===== config.mk =====
export PLATFORM = sky130hd
export DESIGN_NAME = mult4_mac_stage
export DESIGN_NICKNAME = d
export VERILOG_FILES = /design/src/rtl/mult4_mac_stage.sv
export SDC_FILE = /design/constraint.sdc
export NUM_CORES = 1
export LEC_CHECK = 0
export BUFFER_PORTS_ARGS = -buffer_cell sky130_fd_sc_hd__buf_2
export CORE_MARGIN = 2
export CORE_UTILIZATION = 48
export DETAILED_ROUTE_END_ITERATION = 10
export GPL_ROUTABILITY_DRIVEN = 0
export PLACE_DENSITY = 0.67
export SLEW_MARGIN = 20
export SYNTH_ARGS = -nofsm -noshare
export SYNTH_HDL_FRONTEND = slang
export SYNTH_HIERARCHICAL = 1
export SYNTH_SLANG_ARGS = --single-unit

===== constraint.sdc =====
create_clock -name clk -period 11.4 [get_ports clk]
set_clock_uncertainty 0.1 [all_clocks]
set_input_delay 3.42 -clock clk [delete_from_list [all_inputs] [get_ports clk]]
set_output_delay 3.42 -clock clk [all_outputs]
set_load 0.01 [all_outputs]

===== src/rtl/mult4_mac_stage.sv =====
// Multiply-accumulate stage: registers operand pairs into a 4x4 array multiplier,
// sums products over an in_last-delimited frame and hands the result downstream.

module main (
  input  logic [3:0] x,
  input  logic [3:0] y,
  output logic [7:0] o
);

  // Partial-product rows, each gated by one multiplier bit and shifted into place.
  always_comb begin
    o = 8'd0;
    for (int i = 0; i < 4; i++) begin
      o = o + ({4'b0000, x & {4{y[i]}}} << i);
    end
  end

endmodule

module mult4_mac_stage #(
  parameter int ACC_W = 16,
  parameter int CNT_W = 8
) (
  input  logic             clk,
  input  logic             rst_n,
  input  logic             in_valid,
  output logic             in_ready,
  input  logic [3:0]       in_x,
  input  logic [3:0]       in_y,
  input  logic             in_last,
  output logic             out_valid,
  input  logic             out_ready,
  output logic [ACC_W-1:0] out_acc,
  output logic [CNT_W-1:0] out_count,
  output logic             out_ovf
);

  typedef enum logic [1:0] {
    ST_ACCUM  = 2'd0,
    ST_FLUSH  = 2'd1,
    ST_OUTPUT = 2'd2
  } state_t;

  state_t             state_q, state_d;
  logic [3:0]         s1_x_q, s1_y_q;
  logic               s1_last_q, s1_valid_q;
  logic [ACC_W-1:0]   acc_q, acc_d;
  logic [CNT_W-1:0]   count_q, count_d;
  logic               ovf_q, ovf_d;
  logic               out_valid_q, out_valid_d;
  logic               accept_s;
  logic               consume_s;
  logic [7:0]         prod_s;
  logic [ACC_W:0]     sum_s;

  assign accept_s  = in_valid & in_ready;
  assign consume_s = (state_q == ST_OUTPUT) & out_ready;

  main u_mult (
    .x (s1_x_q),
    .y (s1_y_q),
    .o (prod_s)
  );

  // The carry bit of the widened sum tells us the accumulator would wrap.
  assign sum_s = {1'b0, acc_q} + {1'b0, ACC_W'(prod_s)};

  // Stage 1 operand register.
  always_ff @(posedge clk or negedge rst_n) begin
    if (!rst_n) begin
      s1_x_q     <= 4'd0;
      s1_y_q     <= 4'd0;
      s1_last_q  <= 1'b0;
      s1_valid_q <= 1'b0;
    end else if (accept_s) begin
      s1_x_q     <= in_x;
      s1_y_q     <= in_y;
      s1_last_q  <= in_last;
      s1_valid_q <= 1'b1;
    end else begin
      s1_valid_q <= 1'b0;
    end
  end

  // State register.
  always_ff @(posedge clk or negedge rst_n) begin
    if (!rst_n) begin
      state_q <= ST_ACCUM;
    end else begin
      state_q <= state_d;
    end
  end

  // Next-state logic.
  always_comb begin
    state_d = state_q;
    case (state_q)
      ST_ACCUM: begin
        if (accept_s && in_last) state_d = ST_FLUSH;
        else                     state_d = ST_ACCUM;
      end
      ST_FLUSH: begin
        if (s1_valid_q && s1_last_q) state_d = ST_OUTPUT;
        else                         state_d = ST_FLUSH;
      end
      ST_OUTPUT: begin
        if (out_ready) state_d = ST_ACCUM;
        else           state_d = ST_OUTPUT;
      end
      default: state_d = ST_ACCUM;
    endcase
  end

  // FSM outputs.
  always_comb begin
    in_ready = 1'b0;
    case (state_q)
      ST_ACCUM:  in_ready = 1'b1;
      ST_FLUSH:  in_ready = 1'b0;
      ST_OUTPUT: in_ready = 1'b0;
      default:   in_ready = 1'b0;
    endcase
  end

  // Accumulator, beat counter and sticky overflow; cleared when the result is taken.
  always_comb begin
    acc_d   = acc_q;
    count_d = count_q;
    ovf_d   = ovf_q;
    if (consume_s) begin
      acc_d   = {ACC_W{1'b0}};
      count_d = {CNT_W{1'b0}};
      ovf_d   = 1'b0;
    end else if (s1_valid_q) begin
      if (sum_s[ACC_W]) begin
        acc_d = {ACC_W{1'b1}};
        ovf_d = 1'b1;
      end else begin
        acc_d = sum_s[ACC_W-1:0];
        ovf_d = ovf_q;
      end
      if (&count_q) count_d = count_q;
      else          count_d = count_q + CNT_W'(1);
    end else begin
      acc_d   = acc_q;
      count_d = count_q;
      ovf_d   = ovf_q;
    end
  end

  // Result valid rises with the final accumulate and falls on handshake.
  always_comb begin
    out_valid_d = out_valid_q;
    if ((state_q == ST_FLUSH) && s1_valid_q && s1_last_q) begin
      out_valid_d = 1'b1;
    end else if (consume_s) begin
      out_valid_d = 1'b0;
    end else begin
      out_valid_d = out_valid_q;
    end
  end

  // Datapath registers.
  always_ff @(posedge clk or negedge rst_n) begin
    if (!rst_n) begin
      acc_q       <= {ACC_W{1'b0}};
      count_q     <= {CNT_W{1'b0}};
      ovf_q       <= 1'b0;
      out_valid_q <= 1'b0;
    end else begin
      acc_q       <= acc_d;
      count_q     <= count_d;
      ovf_q       <= ovf_d;
      out_valid_q <= out_valid_d;
    end
  end

  assign out_valid = out_valid_q;
  assign out_acc   = acc_q;
  assign out_count = count_q;
  assign out_ovf   = ovf_q;

endmodule


## Word-level counts from Yosys, hierarchy flattened

Cells that the tools add are included.

| word-level totals | value |
|---|---|
| flip-flop bits (word level) | 38 |
| word-level logic and storage cells | 51 |

| cells by class | value |
|---|---|
| $add $sub $neg | 5 |
| eq/ne operators | 3 |
| multiplexer cells | 17 |
| bitwise logic cells | 6 |
| reduce and logical (&&, ||, !) cells | 11 |

Operators with widths:

| cell | count |
|---|---|
| 16-bit 2-to-1 mux | 3 |
| 8-bit 2-to-1 mux | 3 |
| 16-bit by 8-bit adder with 17-bit output | 1 |
| 4-bit AND | 4 |
| 8-bit by 1-bit adder with 8-bit output (second input constant) | 1 |
| 8-bit by 6-bit adder with 8-bit output | 1 |
| 8-bit by 7-bit adder with 8-bit output | 1 |
| 1-bit 2-to-1 mux | 8 |
| 8-bit AND reduction | 1 |
| 4-bit by 5-bit adder with 6-bit output | 1 |
| 2-bit case mux with 3 select lines | 1 |
| 2-bit nonzero test | 3 |
| 1-bit logical AND | 4 |
| 2-bit 2-to-1 mux | 2 |
| 2-bit AND reduction | 2 |
| 1-bit AND | 2 |
| 2-bit by 1-bit equality test with 1-bit output (second input constant) | 1 |
| 2-bit equality test (second input constant) | 1 |
| 2-bit logical NOT | 1 |
| 2-bit != test (second input constant) | 1 |

## Depth between registers and ports, before layout

Gate-level depths: netlist of run 1.

| depth | value |
|---|---|
| depth in word-level cells | 8 |
| mapped depth | 16 |
| gate-level depth less buffers | 16 |

## Cells and area by module

Netlist of run 1, hierarchy kept.

Modules (own cells, without submodules):

| module | sequential area each (um2) | area each (um2) | cells each | instances |
|---|---|---|---|---|
| mult4_mac_stage | 950.9 | 2,125.8 | 207 | 1 |
| main | 0.0 | 402.9 | 46 | 1 |

## Least setup slack after synthesis of run 1

OpenSTA, ideal clock, no wires.

| path | value |
|---|---|
| kind | input port to flip-flop |
| from | in out_ready |
| to | reg acc_q[8], in the netlist out_acc[8] |
| library setup time | 0.132 ns |
| path buffers | 1 |
| arrival time | 4.111 ns |
| path slack | 7.057 ns |
| required time | 11.168 ns |
| stages on the path | 4 |
| cells stage by stage | inv_1 > nor2_1 > clkbuf_1 > nor2_1 |

| between the ends | value |
|---|---|
| longest elaborated chain between the ends | 2 |
| elaborated cells between the ends (all ways) | 3 |
| those cells by class | mux: 1; bitwise: 1; reduce/logical: 1 |

Ends and longest elaborated chain:

| item | line | RTL |
|---|---|---|
| start: declaration | 32 | `input logic out_ready,` |
| 1-bit AND * | 57 | `assign consume_s = (state_q == ST_OUTPUT) & out_ready;` |
| 16-bit 2-to-1 mux or 2-bit nonzero test (tied branches) | -- |  |
| end signal: assignment | 166 | `acc_q <= {ACC_W{1'b0}};` |
| end: declaration | 47 | `logic [ACC_W-1:0] acc_q, acc_d;` |

Every way passes the cells marked *; elsewhere a longest branch is shown, timed or not.
A chain may end at the register's enable or synchronous reset.

## Worst setup path after layout of run 1

| path | value |
|---|---|
| from | reg s1_x_q[2] |
| to | reg acc_q[13], in the netlist out_acc[13] |

| between the ends | value |
|---|---|
| longest elaborated chain between the ends | 8 |
| elaborated cells between the ends (all ways) | 11 |
| those cells by class | add/sub: 4; mux: 3; bitwise: 4 |

Ends and longest elaborated chain:

| item | line | RTL |
|---|---|---|
| start: declaration | 45 | `logic [3:0] s1_x_q, s1_y_q;` |
| start signal: assignment | 76 | `s1_x_q <= in_x;` |
| 4-bit AND | 14 | `o = o + ({4'b0000, x & {4{y[i]}}} << i);` |
| 4-bit by 5-bit adder with 6-bit output | 14 |  |
| 8-bit by 6-bit adder with 8-bit output | 14 |  |
| 8-bit by 7-bit adder with 8-bit output * | 14 |  |
| named net prod_s[7] | 53 | `logic [7:0] prod_s;` |
| 16-bit by 8-bit adder with 17-bit output * | 66 | `assign sum_s = {1'b0, acc_q} + {1'b0, ACC_W'(prod_s)};` |
| 16-bit 2-to-1 mux * | 135 | `if (sum_s[ACC_W]) begin` |
| 16-bit 2-to-1 mux * | 134 | `end else if (s1_valid_q) begin` |
| 16-bit 2-to-1 mux * | 130 | `if (consume_s) begin` |

Mark *: on every way through the listed nets, which the timed path passes. The rest lies on a longest branch. The select of a mux whose other input is x is not followed.

==> flow_summary.toml, run 1 <==
[timing]
setup_viol = 0
setup_tns_ns = 0
worst-slew-pin-transition_ns = 0.837
hold_viol = 0
post-route-period-util_pct = 40.7
rsz0062_at_grt = "false"
relSlewSlack_pct = 44.2
drv_slew = 0
fmax_mhz = 215
min_period_ns = 4.64

[route]
vias_per_cell = 5.42
drc = 0
vias = 1979
firstDrtPassIters = 4
wl_per_cell_um = 13.7
drt-total-wl_mm = 4.99
drt_iter0_markers = 69
ant_nets = 0

[yosys]
synth_top_area_share_pct = 37.6
synth_area_um2 = 2530
synth_compound_area_share_pct = 18.1
synth.distinct_cells = 50
muxShareOfSynthArea_pct = 7.17
yosys_warnings = 6
ys_seq_area_share_pct = 37.6
synthSimpleGateAreaFrac_pct = 16.0
synthTopCellsByArea = "dfrtp_1 (38%), ha_1 (9.4%), mux2_2 (4.0%)"
yosys_register_bits = 38
synthCells = 253
synthAdderAreaFrac_pct = 13.4
synth_top_family_by_area = "compound AO/OA/AOI/OAI gates"
synth_xor_area_share_pct = 4.85
synth_top_area_cell = "dfrtp_1"
synth.avg_cell_area_um2 = 9.99
syn_nets = 290

[global_routing]
grt_overflow = 0
grtUsageTotal_pct = 17.8
grt_pass1_vias = 1851
grt_start_max_net_pins = 39
grt_pass1_wl_mm = 8.45
antenna_found_initial = 0

[critical_path]
regToRegSetupSlack_ns = 6.76
required_ns = 11.45
path_cells = "nand2_1, fa_1, inv_1, ha_1, fa_1, ha_1, fa_1, a21o_1, a21o_1, ha_1, a21oi_1, a211o_1, nor4b_1, nor3b_2"
crit_arrival_ns = 4.70
end_kind = "flip-flop"
crit_type = "flip-flop to flip-flop"
cp_slowest_stage_delay_ns = 0.54
slowest_stage = "fa_1"
path_buf_inv = 1
critPathMaxFanout = 12
cp_num_cells = 14
start_kind = "flip-flop"
cp_top_family = "adder cells"
rr_worst_depth = 14
r2r_start = "s1_x_q[2]$_DFFE_PN0P_"
r2r_end = "out_acc[13]$_DFFE_PN0P_"

[clock_network]
cts_tree = "built"
post_cts_buffers = 0
htree_levels = 2
cts_buffers = 5
cts_resized = 0
clk_latency_ns = 0.27
cts.path.max_buffers = 2
cts_sinks = 38
clk_pin_slew_ns = 0.07
clockRootBuffer = "clkbuf_8"
cts_hold_buf = 0

[status]
status = "finished, final reports clean"

[floorplanning]
rows = 26
die_height_um = 76.6
coreArea_um2 = 5110
die_w_um = 76.6
dieArea_um2 = 5860
start_util_pct = 49.5
io_pins = 40

[placed_design]
placed_cell_area_um2 = 2790
portBuffers = 39
post-dp-hpwl_mm = 3.72
dp.cells = 357

[flow_run]
maxCapViolCount = 0

[final_layout]
layout_commonest_cell = "buf_2"
final_cells = 365
nets = 331
antenna_cells = 0
fill_cells = 471
area_growth_pct = 13.8
layout_common_cells = "buf_2 (39), dfrtp_1 (38), nand2_1 (19), ha_1 (19), a21oi_1 (18)"
drive_gt1_share_pct = 23.1
fin_area_um2 = 2880

[min_path]
hold_path_class = "flip-flop to flip-flop"
min_from = "state_q[1]$_DFF_PN0_"
whs_path_depth = 1
worstHoldEndpoint = "state_q[0]$_DFF_PN0_"
-- worst max path at each step --
stage                                   end  slack (ns)                  start
floorplan            out_acc[8]$_DFFE_PN0P_        7.06              out_ready
global placement    out_acc[13]$_DFFE_PN0P_        6.89  s1_x_q[2]$_DFFE_PN0P_
detailed placement  out_acc[13]$_DFFE_PN0P_        6.73  s1_x_q[2]$_DFFE_PN0P_
CTS                 out_acc[13]$_DFFE_PN0P_        6.72  s1_x_q[2]$_DFFE_PN0P_
global route        out_acc[13]$_DFFE_PN0P_        6.41  s1_x_q[1]$_DFFE_PN0P_
finish              out_acc[13]$_DFFE_PN0P_        6.76  s1_x_q[2]$_DFFE_PN0P_
-- layout make-up --
cell class                      count  area (um^2)  share of cell area [%]
Clock buffer                        7         86.3                    3.00
Clock inverter                      1         5.00                   0.174
Inverter                           11         41.3                    1.43
Multi-Input combinational cell    198         1500                    52.3
Sequential cell                    38          951                    33.0
Tap cell                           70         87.6                    3.04
Timing Repair Buffer               40          203                    7.04
-- logic make-up after synthesis --
group,after synthesis
AO/OA/AOI/OAI,69
XOR/XNOR,14
adder cells (fa/ha/maj),24
buffers and inverters,17
flip-flops,38
multiplexers,17
AND/OR/NAND/NOR,74
-- stage by stage --
step / utilization, % / hold slack [ns] / setup WS (ns)
4_1_cts: 56.3 / 0.408 / 6.72
3_5_place_dp: 54.6 / 0.403 / 6.73
6_report: 56.3 / 0.403 / 6.76
2_1_floorplan: - / 0.362 / 7.06
5_1_grt: 56.3 / 0.445 / 6.41
3_3_place_gp: 54.6 / 0.392 / 6.89
-- cell usage after synthesis, drive strengths merged --
library cell	instances
mux2i	8
a31oi	5
o211ai	3
or4b	1
nand2	19
nor2	16
a311oi	2
a211o	1
nor3b	1
o21a	3
a211oi	6
a21oi	21
o31ai	1
xnor2	6
ha	19
xor2	8
mux2	9
a41o	1
fa	5
nand2b	1
clkbuf	2
o21ai	14
nor2b	2
and3	5
nor4	1
nand3b	2
nor3	1
dfrtp	38
inv	11
and4	2
nor4b	1
and2	12
or3	3
nand4	4
buf	4
o2111ai	1
o22ai	2
nand3	3
a21o	9
-- registers in the layout, indices dropped and copies added (netlist names), 2 cells and up --
| register | flops |
|---|---|
| out_acc | 16 |
| out_count | 8 |
| s1_x_q | 4 |
| s1_y_q | 4 |
| state_q | 2 |
-- routing by layer --
layer,track usage (%),routed length (um),vias to the layer above
met2,27.6,2320,32
met4,5.09,47,0
met1,25.1,2440,948
met3,3.79,180,4
li1,-,-,995
met5,0,0,-
Power of run 1 is not shown: default switching activity piles up to over one toggle a cycle in this logic, so the estimate is an artifact.
==> run 2: changes to the inputs <==
- clock period: 11.4 -> 4.79 ns (I/O delays scaled with it)
==> flow_summary.toml, run 2 (synthesized netlist as in run 1, its figures left out) <==
[status]
status = "finished, final reports clean"

[critical_path]
crit_type = "flip-flop to flip-flop"
end_kind = "flip-flop"
path_cells = "nand2_1, fa_1, inv_1, ha_1, fa_1, ha_1, fa_1, a21o_1, a21o_1, ha_1, a21oi_1, o21ai_0, o211ai_2, o21ai_0, nor3b_2"
cp_slowest_stage_delay_ns = 0.53
slowest_stage = "fa_1"
start_kind = "flip-flop"
crit_arrival_ns = 4.54
required_ns = 4.87
critPathMaxFanout = 7

[timing]
hold_viol = 0
post-route-period-util_pct = 93.1
worst-slew-pin-transition_ns = 0.853
min_period_ns = 4.46
fmax_mhz = 224
rsz0062_at_grt = "false"
drv_slew = 0
relSlewSlack_pct = 43.2
setup_viol = 0
setup_slack_ns = 0.329
setup_tns_ns = 0

[min_path]
hold_path_class = "flip-flop to flip-flop"

[placed_design]
portBuffers = 39
post-dp-hpwl_mm = 3.93
place_ws_ns = 0.410

[route]
drt-total-wl_mm = 5.40
route.layer.met1.wl_mm = 2.59
highest_layer = "met4"
ant_nets = 0
drt_iter0_markers = 87
vias = 2029
wl_per_cell_um = 14.8
drc = 0
wl_met3_um = 211
wl_met2_mm = 2.53
firstDrtPassIters = 4
vias_per_cell = 5.54

[clock_network]
cts_sinks = 38
cts_tree = "built"
htree_levels = 2
cts.path.max_buffers = 2
cts_resized = 0
post_cts_buffers = 0
clk_latency_ns = 0.30
cts_hold_buf = 0
clk_pin_slew_ns = 0.09
cts_buffers = 5
clockRootBuffer = "clkbuf_8"

[final_layout]
layout_common_cells = "buf_2 (39), dfrtp_1 (38), nand2_1 (19), ha_1 (19), a21oi_1 (18)"
layout_commonest_cell = "buf_2"
nets = 332
drive_gt1_share_pct = 23.6
final_util_pct = 56.6
largest_reg_flops = 16
fill_cells = 484
antenna_cells = 0
area_growth_pct = 14.4

[floorplanning]
start_util_pct = 49.5
io_pins = 40
die_w_um = 76.6
dieArea_um2 = 5860
coreArea_um2 = 5110
die_height_um = 76.6
rows = 26

[global_routing]
grt_pass1_vias = 2014
grtUsageTotal_pct = 19.8
grt_start_max_net_pins = 39
grt_pass1_wl_mm = 9.36
antenna_found_initial = 0
grt_overflow = 0

[flow_run]
maxCapViolCount = 0
[run 2: per-stage QoR]
step                      std cells  hold slack (ns)  area [um^2]
final                           366            0.420         2890
after global routing            366            0.457         2890
after CTS                       366            0.423         2890
after detailed placement        358            0.409         2790
after global placement          358            0.389         2790
after floorplan                 253            0.362         2530
[run 2: worst paths after layout]
check / from / to / slack (ns) / cells past startpoint
worst min register to register: out_ovf$_DFFE_PN0P_ / out_ovf$_DFFE_PN0P_ / 0.42 / 2
worst max-delay path: s1_x_q[2]$_DFFE_PN0P_ / out_acc[13]$_DFFE_PN0P_ / 0.33 / 15
max in group asynchronous: rst_n / s1_last_q$_DFFE_PN0P_ / 2.91 / 1
worst min-delay path: out_ovf$_DFFE_PN0P_ / out_ovf$_DFFE_PN0P_ / 0.42 / 2
min in group asynchronous: rst_n / out_acc[7]$_DFFE_PN0P_ / 1.14 / 1
worst max register to register: s1_x_q[2]$_DFFE_PN0P_ / out_acc[13]$_DFFE_PN0P_ / 0.33 / 15
[run 2: area by class of cell]
| type | instances | area, um^2 | area share [%] |
|---|---|---|---|
| clock inverters | 2 | 16.3 | 0.562 |
| repair buffers | 41 | 210 | 7.27 |
| flip-flops and latches | 38 | 951 | 32.9 |
| inverters | 11 | 41.3 | 1.43 |
| well taps | 70 | 87.6 | 3.03 |
| multi-input cells | 198 | 1500 | 52.0 |
| clock buffers | 6 | 82.6 | 2.85 |
[run 2: per-layer routing]
layer  vias up  global-route usage, %
met5         -                      0
met4         0                   6.00
met3         7                   3.91
met2        42                   32.4
met1       985                   26.5
li1        995                      -
[run 2: critical path, delay by kind of cell, from the launching register on]
kind,cells,cell delay [ns]
and+or+nand+nor,2,0.26
buffers and inverters,1,0.05
adders and majority gates,6,2.17
DFF,1,0.41
AOI/OAI and AO/OA,6,1.36
Power of run 2 is left out for the same reason.
